## config.mk

```make
export PLATFORM = sky130hd
export DESIGN_NAME = rx_align_ctrl
export DESIGN_NICKNAME = d
export VERILOG_FILES = /design/src/rtl/pcs_align_pkg.sv /design/src/rtl/rx_align_ctrl.sv
export SDC_FILE = /design/constraint.sdc
export NUM_CORES = 1
export LEC_CHECK = 0
export BUFFER_PORTS_ARGS = -buffer_cell sky130_fd_sc_hd__buf_2
export CAP_MARGIN = 20
export CORE_MARGIN = 2
export CORE_UTILIZATION = 56
export CTS_CLUSTER_DIAMETER = 100
export CTS_CLUSTER_SIZE = 24
export DETAILED_ROUTE_END_ITERATION = 16
export PLACE_DENSITY = 0.76
export SKIP_CTS_REPAIR_TIMING = 1
export SYNTH_ARGS = -nofsm -noshare
export SYNTH_HDL_FRONTEND = slang
export SYNTH_SLANG_ARGS = --single-unit
```

## constraint.sdc

```tcl
create_clock -name i_clk -period 2 [get_ports i_clk]
set_input_delay 0 -clock i_clk [delete_from_list [all_inputs] [get_ports i_clk]]
set_output_delay 0 -clock i_clk [all_outputs]
set_load 0.02 [all_outputs]
```

## src/rtl/pcs_align_pkg.sv

```systemverilog
// Purpose: shared types and default constants for the 10GBASE-R RX alignment logic.
// Latency: n/a (declarations only).
// Backpressure: n/a.
package pcs_align_pkg;

    typedef enum logic [2:0] {
        ST_INIT   = 3'd0,
        ST_HUNT   = 3'd1,
        ST_SLIP   = 3'd2,
        ST_SETTLE = 3'd3,
        ST_LOCKED = 3'd4,
        ST_FAIL   = 3'd5
    } align_state_t;

    localparam int DEF_SETTLE_BEATS = 4;
    localparam int DEF_MAX_SLIPS    = 66;
    localparam int DEF_FAIL_HOLD    = 16;

endpackage

```

## src/rtl/rx_align_ctrl.sv

```systemverilog
// Purpose: turns lock-FSM slip requests into rate-limited gearbox slips, holds lock FSM in reset while settling, escalates failed sweeps.
// Latency: slip request -> gearbox slip 1 cycle; lock change -> o_aligned 1 cycle; all outputs from registered state/counters.
// Backpressure: none; slip requests outside HUNT are dropped, SETTLE only advances on valid gearbox beats.
module rx_align_ctrl
    import pcs_align_pkg::*;
#(
    parameter int SETTLE_BEATS = DEF_SETTLE_BEATS,
    parameter int MAX_SLIPS    = DEF_MAX_SLIPS,
    parameter int FAIL_HOLD    = DEF_FAIL_HOLD
) (
    input  logic                             i_clk,
    input  logic                             i_reset,
    input  logic                             i_valid,
    input  logic                             i_slip_req,
    input  logic                             i_block_lock,
    output logic                             o_gearbox_slip,
    output logic                             o_lock_reset,
    output logic                             o_aligned,
    output logic                             o_xcvr_reset_req,
    output logic [$clog2(MAX_SLIPS+1)-1:0]   o_slip_count,
    output logic [7:0]                       o_lock_loss_count
);

    localparam int SW = $clog2(MAX_SLIPS + 1);

    // Terminal values, sized once so comparisons stay width-clean.
    localparam logic [SW-1:0] SLIP_LAST = SW'(MAX_SLIPS - 1);
    localparam logic [7:0]    BEAT_LAST = 8'(SETTLE_BEATS - 1);
    localparam logic [7:0]    HOLD_LAST = 8'(FAIL_HOLD - 1);

    align_state_t    state_q, state_d;
    logic [SW-1:0]   slip_cnt_q;
    logic [7:0]      beat_cnt_q;
    logic [7:0]      hold_cnt_q;
    logic [7:0]      loss_cnt_q;

    // State register; reset lands in INIT so the lock FSM starts held in reset.
    always_ff @(posedge i_clk) begin
        if (i_reset) begin
            state_q <= ST_INIT;
        end else begin
            state_q <= state_d;
        end
    end

    // Next-state decode; a slip request in HUNT takes priority over lock.
    always_comb begin
        state_d = state_q;
        case (state_q)
            ST_INIT:   state_d = ST_HUNT;
            ST_HUNT: begin
                if (i_slip_req) begin
                    // The last position of the sweep has been tried: escalate instead of slipping.
                    state_d = (slip_cnt_q == SLIP_LAST) ? ST_FAIL : ST_SLIP;
                end else if (i_block_lock) begin
                    state_d = ST_LOCKED;
                end
            end
            ST_SLIP:   state_d = ST_SETTLE;
            ST_SETTLE: begin
                if (i_valid && (beat_cnt_q == BEAT_LAST)) begin
                    state_d = ST_HUNT;
                end
            end
            ST_LOCKED: begin
                if (!i_block_lock) begin
                    state_d = ST_HUNT;
                end
            end
            ST_FAIL: begin
                if (hold_cnt_q == HOLD_LAST) begin
                    state_d = ST_HUNT;
                end
            end
            default:   state_d = ST_INIT;
        endcase
    end

    // Slip, settle-beat, fail-hold and lock-loss counters, all keyed off the registered state.
    always_ff @(posedge i_clk) begin
        if (i_reset) begin
            slip_cnt_q <= '0;
            beat_cnt_q <= '0;
            hold_cnt_q <= '0;
            loss_cnt_q <= '0;
        end else begin
            case (state_q)
                ST_SLIP: begin
                    slip_cnt_q <= slip_cnt_q + 1'b1;
                end
                ST_SETTLE: begin
                    if (i_valid) begin
                        beat_cnt_q <= (beat_cnt_q == BEAT_LAST) ? 8'd0 : beat_cnt_q + 8'd1;
                    end
                end
                ST_LOCKED: begin
                    if (!i_block_lock) begin
                        // A fresh acquisition attempt starts with a full sweep budget.
                        slip_cnt_q <= '0;
                        if (loss_cnt_q != 8'hFF) begin
                            loss_cnt_q <= loss_cnt_q + 8'd1;
                        end
                    end
                end
                ST_FAIL: begin
                    if (hold_cnt_q == HOLD_LAST) begin
                        hold_cnt_q <= '0;
                        slip_cnt_q <= '0;
                    end else begin
                        hold_cnt_q <= hold_cnt_q + 8'd1;
                    end
                end
                default: begin
                end
            endcase
        end
    end

    // Outputs decode only registered state, so no input reaches an output combinationally.
    assign o_gearbox_slip    = (state_q == ST_SLIP);
    assign o_lock_reset      = (state_q == ST_INIT) || (state_q == ST_SLIP) ||
                               (state_q == ST_SETTLE) || (state_q == ST_FAIL);
    assign o_aligned         = (state_q == ST_LOCKED);
    assign o_xcvr_reset_req  = (state_q == ST_FAIL);
    assign o_slip_count      = slip_cnt_q;
    assign o_lock_loss_count = loss_cnt_q;

endmodule
```

# Yosys cells after proc, flatten, opt, wreduce, memory -nomap -nowiden
# Cells that the tools add are included.
dict set report classes {
  n_mux 12
  eq_ne 13
  n_reduce_logical 10
  n_addsub 4
  n_bitwise 1
}
# cell n
set op_table {}
lappend op_table {{$add A8 B1 Y8 const B} 3}
lappend op_table {{$pmux W7 S3} 1}
lappend op_table {{$mux W3} 6}
lappend op_table {{$pmux W3 S6} 1}
lappend op_table {{$mux W8} 2}
lappend op_table {{$mux W7} 2}
lappend op_table {{$eq A8 B2 Y1 const B} 1}
lappend op_table {{$eq A8 B4 Y1 const B} 1}
lappend op_table {{$ne A8 B8 Y1 const B} 1}
lappend op_table {{$add A7 B1 Y7 const B} 1}
lappend op_table {{$eq A7 B7 Y1 const B} 1}
lappend op_table {{$eq A3 B2 Y1 const B} 2}
lappend op_table {{$eq A3 B3 Y1 const B} 2}
lappend op_table {{$reduce_and A3 Y1} 2}
lappend op_table {{$ne A2 B2 Y1 const B} 2}
lappend op_table {{$reduce_and A4 Y1} 1}
lappend op_table {{$eq A3 B1 Y1 const B} 1}
lappend op_table {{$logic_not A3 Y1} 1}
lappend op_table {{$logic_or A1 B1 Y1} 3}
lappend op_table {{$ne A3 B3 Y1 const B} 1}
lappend op_table {{$reduce_bool A3 Y1} 1}
lappend op_table {{$ne A2 B1 Y1 const B} 1}
lappend op_table {{$reduce_and A2 Y1} 1}
lappend op_table {{$logic_and A1 B1 Y1} 1}
lappend op_table {{$not A1 Y1} 1}
dict set report totals {
  output_inout_bits 19
  register_bits 34
  in_bits 5
}

# Longest topological paths before layout
# Gate-level depths: netlist of the first run.
dict set report depth {
  word_depth 4
  mapped_depth 6
  depth_no_buf 6
}

# Worst setup path before layout of the first run
# OpenSTA, ideal clock, no wires.
dict set report synth_timing {
  path_type {register -> register}
  start {reg slip_cnt_q[0] (netlist: o_slip_count[0])}
  end {reg state_q[0]}
  setup_slack_ps 293
  required_ps 1922
  arrival_time_ps 1629
  setup_ps 78
  period_less_slack_ps 1707
  stages_incl_launch_ff 6
  cell_sequence {dfxtp_1 > ha_1 > or4b_1 > nor3b_1 > a211oi_1 > nor3_1}
}
dict set report synth_between {
  elab_chain_len 4
}
# item line
set synth_rtl {}
lappend synth_rtl {{start: declaration} rx_align_ctrl.sv:32} ;# logic [SW-1:0] slip_cnt_q;
lappend synth_rtl {{start signal: assignment} rx_align_ctrl.sv:89} ;# slip_cnt_q <= slip_cnt_q + 1'b1;
lappend synth_rtl {{$eq A7 B7 Y1} rx_align_ctrl.sv:54} ;# state_d = (slip_cnt_q == SLIP_LAST) ? ST_FAIL : ST_SLIP;
lappend synth_rtl {{$mux W3} rx_align_ctrl.sv:54}
lappend synth_rtl {{$mux W3} rx_align_ctrl.sv:52} ;# if (i_slip_req) begin
lappend synth_rtl {{$pmux W3 S6} rx_align_ctrl.sv:49} ;# case (state_q)
lappend synth_rtl {{end signal: assignment} rx_align_ctrl.sv:42} ;# state_q <= state_d;
lappend synth_rtl {{end: declaration} rx_align_ctrl.sv:31} ;# align_state_t state_q, state_d;
# Every way passes these cells.
# A chain may end at the register's enable or synchronous reset.

# Worst setup path in the final report of the first run
dict set report layout_timing {
  start {reg state_q[0]}
  end {reg loss_cnt_q[5] (netlist: o_lock_loss_count[5])}
}
dict set report layout_between {
  elab_chain_len 2
}
# item line
set layout_rtl {}
lappend layout_rtl {{$eq A3 B3 Y1} rx_align_ctrl.sv:87} ;# case (state_q)
lappend layout_rtl {{$reduce_and A3 Y1 (no source line)} --}
lappend layout_rtl {{end signal: assignment} rx_align_ctrl.sv:101} ;# loss_cnt_q <= loss_cnt_q + 8'd1;
lappend layout_rtl {{end: declaration} rx_align_ctrl.sv:35} ;# logic [7:0] loss_cnt_q;
# Every way passes these cells.

==> results of run 1 <==
-- state kept, by name (all words and copies together), names as in the netlist --
name               count
o_lock_loss_count      8
state_q                3
beat_cnt_q             8
o_slip_count           7
hold_cnt_q             8
-- path summary, 6_finish.rpt --
check	startpoint	end	slack, ns	cells after the start
worst min-delay path	i_valid	state_q[1]	0.03	4
worst max-delay path	state_q[0]	o_lock_loss_count[5]	0.14	4
worst max register to register	state_q[0]	o_lock_loss_count[5]	0.14	4
worst min register to register	hold_cnt_q[1]	hold_cnt_q[1]	0.49	2
-- layer usage --
layer | routed length [um] | global-route usage, % | vias to the layer above
met5 | 0 | 0 | -
met4 | 72 | 9.74 | 0
met3 | 148 | 4.15 | 8
met2 | 1920 | 40.2 | 40
met1 | 1690 | 27.9 | 726
li1 | - | - | 789
-- area by class of cell --
class	count	area [um^2]
clock buffer	7	55.1
clock inverter	1	5.00
fill	283	1060
inverter	3	11.3
multi-input combinational	157	982
sequential	34	681
tap	33	41.3
timing repair buffer	26	140
-- logic make-up after synthesis --
| family | after synthesis |
|---|---|
| compound gates | 40 |
| xor+xnor | 15 |
| fa+ha+maj | 5 |
| buf+inv | 10 |
| flops | 34 |
| mux | 2 |
| simple gates | 95 |
-- where the power goes --
group	internal [mW]	switching [mW]	total [mW]
clock network	0.170	0.232	0.402
logic	0.0401	0.0653	0.105
registers	0.685	0.0204	0.706
-- metrics by stage --
| step | hold slack (ns) | instance area [um^2] |
|---|---|---|
| CTS | -0.0424 | 1910 |
| finish | 0.0279 | 1920 |
| floorplan | 0.101 | 1710 |
| detailed placement | 0.321 | 1850 |
| global placement | 0.304 | 1850 |
| global route | 0.0263 | 1920 |
-- cell usage after synthesis, drive strengths merged, types with 3 or more instances --
cell type / number
dfxtp: 34
nor2: 26
nand2: 22
a21oi: 10
xnor2: 9
nand3: 8
nand4: 7
o21ai: 7
nor3: 6
xor2: 6
and3: 5
ha: 5
a211oi: 4
a311oi: 4
clkbuf: 4
nor2b: 4
a41oi: 3
and4b: 3
buf: 3
inv: 3
nor4: 3
-- tightest hold or removal path, delay by kind of cell --
kind            cells  cell delay (ns)
compound gates      2             0.17
buf+inv             1             0.11
simple gates        1             0.06
==> results.json, run 1 <==
{
  "place_inst": 252,
  "die_w_um": 59.2,
  "synth_xor_xnor_area_share_pct": 7.69,
  "final_nets": 237,
  "synth_top_family_by_area": "simple AND/OR/NAND/NOR gates",
  "pre_cts_ws_ns": 0.168,
  "start_util_pct": 57.4,
  "rows": 20,
  "crit_slowest_cell": "or4_1",
  "port_buffers": 23,
  "track_usage_pct": 23.2,
  "crit_family": "simple AND/OR/NAND/NOR gates",
  "finalSetupTns_ns": 0,
  "antenna_found_initial": 0,
  "ys_seq_area_share_pct": 39.9,
  "avgViaCountPerCell": 5.99,
  "synth_edf_count": 0,
  "grt_overflow_total": 0,
  "rsz0062_at_grt": "false",
  "synth.avg_cell_area_um2": 8.50,
  "clock_sinks": 34,
  "crit_chain": "nor4b_4 > nand4_1 > or4_1 > a21oi_1",
  "required_ns": 2.28,
  "post-route-util_pct": 64.3,
  "vias": 1563,
  "hpwlAfterDp_um": 2800,
  "post-route-period-util_pct": 92.9,
  "finalNonFillerCells": 261,
  "clk_latency_ns": 0.34,
  "wl_per_cell_um": 14.7,
  "hold_viol": 0,
  "cts.htree.levels": 2,
  "synth_top_area_share_pct": 39.9,
  "hold_class": "in -> reg",
  "synth.distinct_cells": 43,
  "slowest_delay_ns": 0.53,
  "io_pins": 24,
  "cts_tree": "built",
  "synth_fa_ha_area_share_pct": 3.66,
  "max_freq_mhz": 538,
  "async_flop_share_pct": 0,
  "worst-path-buf-inv": 0,
  "final_common_cell": "dfxtp_1",
  "setup_slack_ns": 0.143,
  "leakage_nw": 0.729,
  "skew_ns": 0.00775,
  "setup_violations": 0,
  "clk_path_buf_depth": 2,
  "max_cap_violations": 0,
  "grt_pass1_vias": 1455,
  "drive_above_1_share_pct": 14.9,
  "die_y_um": 59.2,
  "yosys-top-cells-area": "dfxtp_1 (40%), nor2_1 (5.7%), nand2_1 (4.8%)",
  "drt-total-wl_um": 3830,
  "diodes": 0,
  "status": "completed",
  "syn-cell-area_um2": 1710,
  "synth_mux_area_share_pct": 1.17,
  "yosysTopAreaCell": "dfxtp_1",
  "drtPass1Iterations": 4,
  "tightest_slew_ns": 0.576,
  "slew_viol_final": 0,
  "p_per_area_nw_per_um2": 633,
  "numCtsBuffers": 5,
  "endpoint_kind": "register",
  "synth_flop_cell": "dfxtp_1",
  "yosys.area_share.simple_pct": 29.2,
  "clk_pin_slew_ns": 0.11,
  "layout_common_cells": "dfxtp_1 (34), nor2_1 (26), buf_2 (23), nand2_1 (22), a21oi_1 (10)",
  "grt_max_degree": 25,
  "start_kind": "register",
  "yosys_warnings": 0,
  "drc": 0,
  "period_needed_ns": 1.86,
  "syn_inst": 201,
  "drt_iter0_markers": 71,
  "clk_root_buffer_cell": "clkbuf_4",
  "total_power_mw": 1.21,
  "crit_type": "reg -> reg",
  "core_um2": 2980,
  "ir_drop_uv": 452,
  "yosys_register_bits": 34,
  "grt_pass1_wl_um": 6240,
  "synth_compound_area_share_pct": 15.8,
  "syn2layout_area_growth_pct": 12.2,
  "detail-route-antenna-nets": 0,
  "synth_nets": 211,
  "dieArea_um2": 3510,
  "gp_congestion": 0.829,
  "worstPathArrival_ns": 2.14,
  "slew_headroom_pct": 61.3,
  "crit_path_max_fanout": 13
}
Note: power is estimated with default switching activity, not from simulation.
==> run 2, diff against run 1 <==
--- a/config.mk
+++ b/config.mk
@@ -13,6 +13,7 @@
 export CTS_CLUSTER_SIZE = 24
 export DETAILED_ROUTE_END_ITERATION = 16
 export PLACE_DENSITY = 0.76
+export SETUP_SLACK_MARGIN = 0.2
 export SKIP_CTS_REPAIR_TIMING = 1
 export SYNTH_ARGS = -nofsm -noshare
 export SYNTH_HDL_FRONTEND = slang
==> results.json, run 2 (synthesis results as in run 1) <==
{
  "status": "completed",
  "pwr-share-comb_pct": 8.8,
  "grt_pass1_vias": 1455,
  "period_needed_ns": 1.71,
  "tightest_slew_ns": 0.576,
  "track_usage_pct": 23.2,
  "die_w_um": 59.2,
  "p_per_area_nw_per_um2": 627,
  "drt-total-wl_um": 3830,
  "rsz0062_at_grt": "true",
  "cts_tree": "built",
  "clk_root_buffer_cell": "clkbuf_4",
  "dieArea_um2": 3510,
  "clock_sinks": 34,
  "grt_max_degree": 25,
  "drive_above_1_share_pct": 17.5,
  "place_inst": 252,
  "critPathLaunch": "state_q[1]",
  "ir_drop_uv": 451,
  "hpwlAfterDp_um": 2800,
  "p_clk_share_pct": 33.1,
  "crit_type": "reg -> reg",
  "max_freq_mhz": 585,
  "seqPwrFrac_pct": 58.2,
  "crit_path_max_fanout": 11,
  "drt_iter0_markers": 91,
  "setup_violations": 0,
  "clk_path_buf_depth": 2,
  "antenna_found_initial": 0,
  "vias": 1562,
  "whs_ns": 0.0284,
  "diodes": 0,
  "worstPathArrival_ns": 1.99,
  "drc": 0,
  "multiInputGateArea_um2": 993,
  "power.switching_fraction_pct": 26.1,
  "gp_congestion": 0.829,
  "skew_ns": 0.00808,
  "crit-reg2reg-launch": "state_q[1]",
  "slew_headroom_pct": 61.3,
  "required_ns": 2.28,
  "placed_area_um2": 1850,
  "power_switching_mw": 0.317,
  "drtPass1Iterations": 4,
  "register_area_um2": 684,
  "start_util_pct": 57.4,
  "post-route-period-util_pct": 85.5,
  "max_cap_violations": 0,
  "cts.htree.levels": 2,
  "hold_class": "in -> reg",
  "layout_common_cells": "dfxtp_1 (31), nor2_1 (26), buf_2 (23), nand2_1 (22), a21oi_1 (10)",
  "finalNonFillerCells": 262,
  "core_um2": 2980,
  "start_kind": "register",
  "die_y_um": 59.2,
  "intPower_mw": 0.898,
  "fillers": 278,
  "use_met3_pct": 4.15,
  "final_common_cell": "dfxtp_1",
  "numCtsBuffers": 5,
  "rows": 20,
  "final_nets": 238,
  "port_buffers": 23,
  "finalInstanceArea_um2": 1940,
  "io_pins": 24,
  "clk_pin_slew_ns": 0.11,
  "top_usage_layer": "met2",
  "leakage_nw": 0.737,
  "grt_pass1_wl_um": 6240,
  "avgViaCountPerCell": 5.96,
  "endpoint_kind": "register",
  "detail-route-antenna-nets": 0,
  "syn2layout_area_growth_pct": 13.5,
  "finalSetupTns_ns": 0,
  "grtUsageMet1_pct": 27.9,
  "use_met2_pct": 40.2,
  "hold_viol": 0,
  "slew_viol_final": 0,
  "wl_per_cell_um": 14.6,
  "grt_overflow_total": 0,
  "clk_latency_ns": 0.35,
  "holdCritStartpoint": "i_valid"
}
run 2: cell types whose count changed in the layout (fill, tap and decap cells not counted):
cell	delta
dfxtp_2	+3
buf_4	+1
nor4_1	-1
dfxtp_1	-3
nor3b_1	-1
nor3b_2	+1
nor4_2	+1
run 2: cell type report:
cell class              count  share of cell area, %
multi-input cells         157                   51.3
flip-flops and latches     34                   35.3
repair buffers             27                   7.62
clock buffers               7                   2.84
well taps                  33                   2.13
inverters                   3                  0.581
clock inverters             1                  0.258
run 2: stage by stage:
step	power (mW)	worst slack, ns	util, %
4_1_cts	1.22	0.150	64.0
3_5_place_dp	0.825	0.168	62.0
2_1_floorplan	0.793	0.293	-
6_report	1.21	0.290	65.1
5_1_grt	1.26	0.187	65.1
3_3_place_gp	0.818	0.319	62.0
run 2: worst max-delay path, stage by stage, from the launching register on:
cell     delay [ns]
dfxtp_2        0.39
nor4b_4        0.35
nand4_1        0.22
or4_1          0.53
a21oi_1        0.15
run 2: path summary, 6_finish.rpt:
kind | cells after the start | end | slack [ns]
hold / removal | 4 | state_q[1] | 0.03
setup / recovery | 4 | o_lock_loss_count[5] | 0.29
setup reg to reg | 4 | o_lock_loss_count[5] | 0.29
hold reg to reg | 2 | hold_cnt_q[1] | 0.49
run 2: layer usage:
layer | routed length (um) | part of all wire (%)
met5 | 0 | 0
met1 | 1670 | 44
met4 | 72 | 1.9
met2 | 1930 | 50
met3 | 158 | 4.1
run 2: power by group through the flow:
stage / clock (mW) / combinational (mW) / sequential, mW
detailed placement: 0 / 0.104 / 0.721
floorplan: 0 / 0.0798 / 0.713
finish: 0.402 / 0.106 / 0.707
CTS: 0.408 / 0.104 / 0.705
global route: 0.431 / 0.118 / 0.709
global placement: 0 / 0.0992 / 0.719
==> run 3, diff against run 2 <==
==> constraint.sdc (replaced) <==
create_clock -name i_clk -period 1.8 [get_ports i_clk]
set_input_delay 0 -clock i_clk [delete_from_list [all_inputs] [get_ports i_clk]]
set_output_delay 0 -clock i_clk [all_outputs]
set_load 0.02 [all_outputs]
==> results.json, run 3 (synthesis results as in run 1) <==
{
  "vias": 1687,
  "final_nets": 254,
  "topRoutingLayerUsed": "met4",
  "clk_path_buf_depth": 2,
  "ir_drop_uv": 475,
  "slew_headroom_pct": 73.0,
  "grt_pass1_wl_um": 6390,
  "track_usage_pct": 24.4,
  "total_power_mw": 1.36,
  "drive_above_1_share_pct": 26.3,
  "clock_sinks": 34,
  "rows": 20,
  "rsz0062_at_grt": "true",
  "hold_viol": 0,
  "crit_type": "reg -> reg",
  "wl_per_cell_um": 15.1,
  "rr_worst_depth": 4,
  "worst-path-buf-inv": 0,
  "cts_tree": "built",
  "finalNonFillerCells": 276,
  "clk_root_buffer_cell": "clkbuf_4",
  "crit_cells": 4,
  "p_per_area_nw_per_um2": 643,
  "fillers": 225,
  "finalSetupTns_ns": 0,
  "reg2reg_setup_slack_ns": 0.19,
  "max_freq_mhz": 622,
  "antenna_found_initial": 0,
  "wl_met1_um": 1890,
  "required_ns": 2.05,
  "placed_area_um2": 1890,
  "place_inst": 257,
  "setup_violations": 0,
  "skew_ns": 0.00899,
  "endpoint_kind": "register",
  "numCtsBuffers": 5,
  "grt_max_degree": 24,
  "start_kind": "register",
  "crit_slowest_cell": "a311o_1",
  "max_cap_violations": 0,
  "grt_pass1_vias": 1459,
  "period_needed_ns": 1.61,
  "finalInstanceArea_um2": 2110,
  "hpwlAfterDp_um": 2830,
  "crit_chain": "ha_1 > and3_2 > a311o_1 > a311oi_1",
  "worstPathArrival_ns": 1.85,
  "status": "completed",
  "gp_congestion": 0.871,
  "drtPass1Iterations": 4,
  "io_pins": 24,
  "crit_family": "compound AO/OA/AOI/OAI gates",
  "die_y_um": 59.2,
  "setup_slack_ns": 0.193,
  "leakage_nw": 0.835,
  "met3_wirelength_um": 112,
  "crit_path_max_fanout": 5,
  "drt-total-wl_um": 4160,
  "final_common_cell": "dfxtp_1",
  "drc": 0,
  "post-route-period-util_pct": 89.3,
  "start_util_pct": 57.4,
  "clk_latency_ns": 0.34,
  "hold_class": "in -> reg",
  "slew_viol_final": 0,
  "worst_hold_path.endpoint": "o_lock_loss_count[3]",
  "die_w_um": 59.2,
  "diodes": 0,
  "clk_pin_slew_ns": 0.10,
  "avgViaCountPerCell": 6.11,
  "crit-reg2reg-launch": "hold_cnt_q[0]",
  "syn2layout_area_growth_pct": 23.7,
  "layout_common_cells": "dfxtp_1 (29), nor2_1 (26), buf_2 (23), nand2_1 (22), buf_4 (18)",
  "worst_hold_path.num_cells": 4,
  "r2r_end": "o_slip_count[3]",
  "port_buffers": 23,
  "cts.htree.levels": 2,
  "met2_length_um": 2100,
  "slowest_delay_ns": 0.39,
  "tightest_slew_ns": 0.402,
  "dieArea_um2": 3510,
  "grt_overflow_total": 0,
  "detail-route-antenna-nets": 0,
  "drt_iter0_markers": 80,
  "pre_cts_ws_ns": 0.140,
  "holdCritStartpoint": "i_reset",
  "core_um2": 2980
}
==> run 3: stage by stage <==
stage | utilization (%) | hold slack (ns)
floorplan | - | 0.101
global placement | 63.4 | 0.305
detailed placement | 63.4 | 0.308
CTS | 65.2 | -0.0593
global route | 71.0 | 0.0476
finish | 71.0 | 0.0326
==> run 3: worst reg2reg max path, cell delays in order (launching register included) <==
cell and delay (ns):
dfxtp_1 0.36, ha_1 0.22, and3_2 0.25, a311o_1 0.39, a311oi_1 0.29
==> run 3: metal layers <==
layer / track usage (%) / vias up
met4: 11.4 / 0
met3: 6.11 / 7
met5: 0 / -
li1: - / 824
met2: 39.6 / 27
met1: 30.2 / 829
==> run 3: worst max path at each step <==
stage               startpoint         endpoint  slack (ns)
5_1_grt          hold_cnt_q[0]  o_slip_count[3]        0.12
3_5_place_dp        state_q[1]  o_slip_count[3]        0.14
4_1_cts             state_q[1]  o_slip_count[3]        0.10
3_3_place_gp        state_q[1]  o_slip_count[3]        0.25
2_1_floorplan  o_slip_count[1]       state_q[0]        0.25
6_report         hold_cnt_q[0]  o_slip_count[3]        0.19
==> run 3: final cells by class <==
cell class,instances,area (um^2),share of cell area (%)
sequential,34,697,33.0
timing repair buffer,43,273,12.9
tap,33,41.3,1.95
clock buffer,6,51.3,2.43
inverter,3,13.8,0.651
multi-input combinational,157,1040,49.1
==> run 3: where the power goes <==
| part | internal (mW) | switching (mW) |
|---|---|---|
| clock network | 0.176 | 0.240 |
| logic | 0.0693 | 0.0934 |
| registers | 0.761 | 0.0186 |
| total | 1.01 | 0.352 |
